<file path="src/rtl/cbus_arbiter_pkg.sv">
// ============================================================================
//  Module   : cbus_arbiter_pkg
//  Purpose  : Cache-bus request/response types and burst-length decode.
//  Revision : 1.0
// ============================================================================
`default_nettype none

package cbus_arbiter_pkg;

    typedef enum logic [1:0] {
        MSIZE1 = 2'd0,
        MSIZE2 = 2'd1,
        MSIZE4 = 2'd2
    } msize_t;

    typedef enum logic [2:0] {
        MLEN1  = 3'd0,
        MLEN2  = 3'd1,
        MLEN4  = 3'd2,
        MLEN8  = 3'd3,
        MLEN16 = 3'd4
    } mlen_t;

    typedef struct packed {
        logic        valid;
        logic        is_write;
        logic [31:0] addr;
        msize_t      size;
        mlen_t       len;
        logic [3:0]  strobe;
        logic [31:0] data;
    } cbus_req_t;

    typedef struct packed {
        logic        ready;
        logic        last;
        logic [31:0] data;
    } cbus_resp_t;

    // Number of beats in a burst of the given encoded length.
    function automatic logic [4:0] mlen_beats(input mlen_t len);
        case (len)
            MLEN1:   return 5'd1;
            MLEN2:   return 5'd2;
            MLEN4:   return 5'd4;
            MLEN8:   return 5'd8;
            MLEN16:  return 5'd16;
            default: return 5'd1;
        endcase
    endfunction

endpackage

`default_nettype wire

</file>
<file path="src/rtl/cbus_arbiter_rr_pick.sv">
// ============================================================================
//  Module   : rr_pick
//  Purpose  : Combinational round-robin picker: first requester at or after
//             the pointer, scanning upward with wrap-around.
//  Revision : 1.0
// ============================================================================
`default_nettype none

module rr_pick #(
    parameter int NUM   = 2,
    parameter int IDX_W = $clog2(NUM)
) (
    input  logic [NUM-1:0]   req,
    input  logic [IDX_W-1:0] ptr,
    output logic [IDX_W-1:0] idx,
    output logic             found
);

    localparam int c_SUM_W = IDX_W + 1;

    logic [c_SUM_W-1:0] w_sum;
    logic [IDX_W-1:0]   w_cand;

    // Scan from the farthest offset down so the nearest requester wins last.
    always_comb begin
        found  = 1'b0;
        idx    = '0;
        w_sum  = '0;
        w_cand = '0;
        for (int i = NUM - 1; i >= 0; i--) begin
            w_sum = {1'b0, ptr} + c_SUM_W'(i);
            if (w_sum >= c_SUM_W'(NUM)) begin
                w_sum = w_sum - c_SUM_W'(NUM);
            end
            w_cand = w_sum[IDX_W-1:0];
            if (req[w_cand]) begin
                found = 1'b1;
                idx   = w_cand;
            end
        end
    end

endmodule

`default_nettype wire

</file>
<file path="src/rtl/cbus_arbiter.sv">
// ============================================================================
//  Module   : cbus_arbiter
//  Purpose  : Round-robin arbiter from the cache masters onto the single
//             memory-side cache bus; grant is held for a whole burst.
//  Revision : 1.0
// ============================================================================
`default_nettype none

module cbus_arbiter
    import cbus_arbiter_pkg::*;
#(
    parameter int NUM_MASTERS = 2
) (
    input  logic                           clk,
    input  logic                           resetn,
    input  cbus_req_t                      mreq  [NUM_MASTERS],
    output cbus_resp_t                     mresp [NUM_MASTERS],
    output cbus_req_t                      sreq,
    input  cbus_resp_t                     sresp,
    output logic [$clog2(NUM_MASTERS)-1:0] owner,
    output logic                           busy
);

    localparam int c_IDX_W = $clog2(NUM_MASTERS);

    localparam logic [0:0] c_IDLE = 1'b0;
    localparam logic [0:0] c_BUSY = 1'b1;

    logic [0:0]             r_state;
    logic [0:0]             w_state_next;
    logic [c_IDX_W-1:0]     r_owner;
    logic [c_IDX_W-1:0]     w_owner_next;
    logic [c_IDX_W-1:0]     r_rr_ptr;
    logic [c_IDX_W-1:0]     w_rr_next;
    logic [4:0]             r_beat;
    logic [4:0]             w_beat_next;
    logic [NUM_MASTERS-1:0] w_req_valid;
    logic [c_IDX_W-1:0]     w_pick_idx;
    logic                   w_pick_found;
    logic                   w_owner_valid;
    logic                   w_done;

    for (genvar j = 0; j < NUM_MASTERS; j++) begin : g_master
        assign w_req_valid[j] = mreq[j].valid;
        assign mresp[j] = (r_state == c_BUSY && r_owner == c_IDX_W'(j)) ? sresp : '0;
    end

    rr_pick #(
        .NUM   (NUM_MASTERS),
        .IDX_W (c_IDX_W)
    ) u_pick (
        .req   (w_req_valid),
        .ptr   (r_rr_ptr),
        .idx   (w_pick_idx),
        .found (w_pick_found)
    );

    assign w_owner_valid = mreq[r_owner].valid;
    assign w_done        = sresp.ready && sresp.last;

    always_ff @(posedge clk) begin
        if (!resetn) begin
            r_state  <= c_IDLE;
            r_owner  <= '0;
            r_rr_ptr <= '0;
            r_beat   <= '0;
        end else begin
            r_state  <= w_state_next;
            r_owner  <= w_owner_next;
            r_rr_ptr <= w_rr_next;
            r_beat   <= w_beat_next;
        end
    end

    always_comb begin
        w_state_next = r_state;
        w_owner_next = r_owner;
        w_rr_next    = r_rr_ptr;
        w_beat_next  = r_beat;
        case (r_state)
            c_IDLE: begin
                w_beat_next = '0;
                if (w_pick_found) begin
                    w_state_next = c_BUSY;
                    w_owner_next = w_pick_idx;
                end
            end
            c_BUSY: begin
                // An owner abandoning its request does not earn a turn advance.
                if (!w_owner_valid) begin
                    w_state_next = c_IDLE;
                    w_beat_next  = '0;
                end else if (w_done) begin
                    w_state_next = c_IDLE;
                    w_beat_next  = '0;
                    w_rr_next    = (r_owner == c_IDX_W'(NUM_MASTERS - 1)) ?
                                   '0 : r_owner + c_IDX_W'(1);
                end else if (sresp.ready) begin
                    w_beat_next = r_beat + 5'd1;
                end
            end
            default: begin
                w_state_next = c_IDLE;
                w_beat_next  = '0;
            end
        endcase
    end

    always_comb begin
        busy  = (r_state == c_BUSY);
        owner = r_owner;
        sreq  = '0;
        if (r_state == c_BUSY) begin
            sreq = mreq[r_owner];
        end
    end

`ifndef SYNTHESIS
    always_ff @(posedge clk) begin
        if (resetn && r_state == c_BUSY) begin
            assert (w_owner_valid)
                else $error("cbus_arbiter: owner %0d dropped valid mid-transaction", r_owner);
            if (sresp.ready) begin
                assert (sresp.last == (5'(r_beat + 5'd1) == mlen_beats(mreq[r_owner].len)))
                    else $error("cbus_arbiter: last does not agree with burst length at beat %0d", r_beat);
            end
        end
    end
`endif

endmodule

`default_nettype wire

</file>
<file path="config.mk">
export PLATFORM = sky130hd
export DESIGN_NAME = cbus_arbiter
export DESIGN_NICKNAME = d
export VERILOG_FILES = /design/src/rtl/cbus_arbiter_pkg.sv /design/src/rtl/cbus_arbiter_rr_pick.sv /design/src/rtl/cbus_arbiter.sv
export SDC_FILE = /design/constraint.sdc
export NUM_CORES = 1
export LEC_CHECK = 0
export CAP_MARGIN = 10
export CORE_AREA = 2 2 128 130
export DETAILED_ROUTE_END_ITERATION = 16
export DIE_AREA = 0 0 130 132
export PLACE_DENSITY = 0.49
export SLEW_MARGIN = 0
export SYNTH_ARGS = -nofsm -noshare
export SYNTH_HDL_FRONTEND = slang
export SYNTH_SLANG_ARGS = --single-unit
</file>
<file path="constraint.sdc">
create_clock -name clk -period 2.31 [get_ports clk]
set_clock_uncertainty 0.15 [all_clocks]
set_input_delay 0.231 -clock clk [delete_from_list [all_inputs] [get_ports clk]]
set_output_delay 0.231 -clock clk [all_outputs]
set_load 0.05 [all_outputs]
</file>
## Word-level counts from Yosys, hierarchy flattened

Index checks and enable logic that the tools add are counted.
W data, S select, Z words.

| word-level totals | value |
|---|---|
| flip-flop bits (word level) | 3 |
| bits of input ports | 186 |
| output and inout port bits | 145 |
| logic and storage cells | 41 |

| cells by class | value |
|---|---|
| add/subtract/negate cells | 4 |
| order comparisons | 5 |
| muxes and demuxes | 21 |
| bitwise logic cells | 3 |
| reductions and logical operators | 5 |

Operators with widths:

| operator | number |
|---|---|
| $mux W75 | 4 |
| $mux W34 | 2 |
| $mux W1 | 14 |
| $ge A2 B2 Y1 const B | 2 |
| $lt A1 B2 Y1 const B | 2 |
| $logic_and A1 B1 Y1 | 3 |
| $reduce_and A3 Y1 | 1 |
| $add A1 B1 Y2 const B | 1 |
| $ge A1 B2 Y1 const B | 1 |
| $not A1 Y1 | 2 |
| $not A1 Y2 | 1 |
| $pmux W1 S2 | 1 |
| $reduce_and A2 Y1 | 1 |
| $sub A1 B1 Y1 const B | 2 |
| $add A1 B1 Y1 const B | 1 |

## Logic depth before layout (Yosys ltp)

| logic depth | value |
|---|---|
| word-level depth | 9 |
| gate-level depth with buffers | 5 |
| depth with buffers taken out | 3 |

## Cells and area by module

From an unflattened synthesis, not the netlist that was laid out.

| unflattened totals | value |
|---|---|
| cell total of the unflattened synthesis | 261 |
| area total of the unflattened synthesis | 1954.4 um2 |

Modules (own cells, without submodules):

| module | instances | cells an instance | area each (um2) | sequential area each (um2) |
|---|---|---|---|---|
| cbus_arbiter | 1 | 258 | 1936.9 | 60.1 |
| rr_pick | 1 | 3 | 17.5 | 0.0 |

## Least setup slack after synthesis

No wires, ideal clock.

| timing path | value |
|---|---|
| kind | register to output |
| start | register r_state, in the netlist busy |
| end | output sreq[11] (netlist name) |
| arrival | 1861 ps |
| slack | 68 ps |
| stages on the path, launching flop included | 5 |
| cells stage by stage | dfxtp_1 -> inv_1 -> buf_2 -> buf_2 -> nor2_1 |

RTL lines:

| what | line | RTL |
|---|---|---|
| from (decl) | cbus_arbiter.sv:29 | `logic [0:0] r_state;` |
| from (signal assigned) | cbus_arbiter.sv:63 | `r_state <= c_IDLE;` |
| from (signal assigned) | cbus_arbiter.sv:68 | `r_state <= w_state_next;` |
| to (decl) | cbus_arbiter.sv:18 | `output cbus_req_t sreq,` |

==> reports/qor.yml <==
synth_cells: 263
cp_cell_sequence: "buf_12 -> mux2i_1 -> nor2_1 -> buf_12"
track_usage_pct: 13.8
dr_wl_met2_mm: 6.76
met1Wirelength_mm: 4.23
io_pins: 331
wl_per_cell_um: 15.9
path_class: "flop to primary output"
fp.dieH_um: 132
initial_core_util_pct: 11.9
outcome: "finished, final reports clean"
avgSynthCellArea_um2: 7.09
critical_path.slowest_cell: "dfxtp_4"
min_to: "r_rr_ptr$_SDFFE_PN0P_"
overflow: 0
insertion_delay_ns: 0.22
place_inst: 786
r2r_start: "owner$_SDFFE_PN0P_"
path_clk_slew_ns: 0.03
routabilityCongestion: 0.769
power_density_nw_per_um2: 323
die_area_um2: 17200
worst_pin_slew_ns: 0.604
grt_first_pass_wirelength_mm: 18.5
cp-start-kind: "flop"
cts_resized: 0
critPathTopFamily: "buffers and inverters"
holdBufCountCts: 0
stdcell_count: 790
initialDrtViolationCount: 72
clkPwrFrac_pct: 12.5
setup_viol: 0
layout-drive-gt1-share_pct: 27.4
cpMostUsedCell: "buf_12"
holdPathStages: 1
critPathMaxFanout: 61
area_growth_pct: 263
tns_ns: 0
n_antenna_cell: 0
vias_per_cell: 3.96
pwr-share-comb_pct: 84.9
yosysWarnings: 0
cp.arrival_ns: 1.58
ys_seq_area_share_pct: 3.22
crit_path_end_kind: "primary output"
cts_tree: "yes"
cts_buffer_depth: 2
final-max-slew-violation-count: 0
rows: 46
drc: 0
intPower_w: 0.00122
top_layer: "met4"
fill_cells: 1507
vias: 3127
cts_buffers: 3
post_cts_buffers: 0
synth-seq-cells: 3
leakagePower_nw: 2.71
grt_pass1_vias: 3367
required_ns: 1.93
power_switching_w: 0.000964
cts-root-buf: "clkbuf_16"
routed_wirelength_mm: 12.6
grt_max_degree: 62
fin_nets: 761
die_x_um: 130
max-vdd-ir-drop_uv: 229
first_pass_iters: 4
synth_area_um2: 1860
dr_wl_met3_mm: 1.34
regToRegSetupSlack_ns: 0.77
htreeDepth: 1
hpwlAfterDp_mm: 10.8
worstRegToRegCells: 4
core_area_um2: 15700
rsz0062_at_grt: "no"
maxCapViolations: 0
min_period_ns: 1.96
seqPwrFrac_pct: 2.7
grt_antenna_before_repair: 0
critPathMaxStageDelay_ns: 0.38
worstHoldStart: "r_rr_ptr$_SDFFE_PN0P_"
crit_buf_inv: 2
place.port_buffers: 330
fmax_mhz: 511
ant_nets: 0
syn-num-nets: 449
hp-class: "flop to flop"
cts.sinks: 3
sw_frac_of_total_pct: 44.1
ys_types: 21
hold_viol_final: 0
worstReg2RegEnd: "r_rr_ptr$_SDFFE_PN0P_"
period_share_pct: 84.8
max_slew_margin_pct: 59.6
[cell families (layout without fill, tap and decap cells)]
| kind of cell | after synthesis | in the layout | share of synthesized area [%] |
|---|---|---|---|
| AOI/OAI and AO/OA | 6 | 6 | 2.42 |
| buffers and inverters | 30 | 341 | 14.2 |
| DFF | 3 | 3 | 3.22 |
| and+or+nand+nor | 149 | 149 | 39.9 |
| muxes | 75 | 75 | 40.3 |
[stage by stage]
stage | total power, W | worst slack [ns] | hold slack [ns] | instance area, µm² | util (%)
after global placement | 0.00192 | 0.587 | 0.355 | 6700 | 42.6
after floorplan | 0.000895 | 0.0677 | 0.203 | 1860 | -
after global routing | 0.00228 | 0.266 | 0.421 | 6780 | 43.1
final | 0.00219 | 0.352 | 0.394 | 6780 | 43.1
after detailed placement | 0.00193 | 0.562 | 0.373 | 6700 | 42.6
after CTS | 0.00221 | 0.315 | 0.393 | 6780 | 43.1
[layout make-up]
class,count,area (µm²),share of cell area [%]
inverter,2,7.51,0.111
clock buffer,4,78.8,1.16
tap,216,270,3.99
sequential,3,63.8,0.942
multi-input combinational,230,1540,22.7
timing repair buffer,335,4820,71.1
[layout by cell type, fill, tap and decap left out, types with 2 or more instances in the layout]
| cell type | instances |
|---|---|
| and2_1 | 36 |
| clkbuf_16 | 3 |
| nor2_1 | 76 |
| and3_1 | 34 |
| clkdlybuf4s50_1 | 185 |
| dfxtp_1 | 2 |
| buf_12 | 147 |
| mux2i_1 | 75 |
| buf_4 | 3 |
[registers in the layout (all words and copies together) (netlist names)]
| signal | flops |
|---|---|
| r_rr_ptr | 1 |
| owner | 1 |
| busy | 1 |
[per-layer routing]
layer,vias up,GRT usage [%]
met3,14,5.19
li1,1511,-
met2,180,27.1
met4,0,3.35
met5,-,0
met1,1422,13.4
[synthesized netlist by cell type]
library cell | n | area [µm²]
buf_2 | 8 | 40.0
and2_1 | 36 | 225
nand2_1 | 1 | 3.75
buf_8 | 1 | 15.0
mux2i_1 | 75 | 751
o21ba_2 | 1 | 10.0
and3_1 | 34 | 213
nor2_1 | 76 | 285
a21boi_0 | 1 | 7.51
clkbuf_1 | 8 | 30.0
o221ai_1 | 1 | 8.76
o211ai_1 | 1 | 7.51
clkbuf_2 | 2 | 10.0
buf_12 | 7 | 140
o21ai_0 | 1 | 5.00
nand3_1 | 1 | 5.00
nor2_4 | 1 | 11.3
buf_6 | 2 | 22.5
dfxtp_1 | 3 | 60.1
inv_1 | 2 | 7.51
o22ai_1 | 1 | 6.26
[worst max path at each step]
stage                            start   endpoint  slack [ns]  depth (start not counted)
floorplan              busy$_SDFF_PN0_   sreq[11]        0.07                          4
global placement    owner$_SDFFE_PN0P_   sreq[25]        0.59                          4
detailed placement  owner$_SDFFE_PN0P_   sreq[25]        0.56                          4
CTS                 owner$_SDFFE_PN0P_   sreq[25]        0.32                          4
global route           busy$_SDFF_PN0_  mresp[59]        0.27                          4
finish              owner$_SDFFE_PN0P_   sreq[25]        0.35                          4
[power by group through the flow]
stage | Combinational (W) | Sequential [W] | Clock (W)
after floorplan | 0.000828 | 0.0000671 | 0
after global placement | 0.00186 | 0.0000593 | 0
after detailed placement | 0.00187 | 0.0000595 | 0
after CTS | 0.00188 | 0.0000589 | 0.000277
after global routing | 0.00193 | 0.0000594 | 0.000288
final | 0.00186 | 0.0000590 | 0.000272
Note: power is estimated with default switching activity, not from simulation.
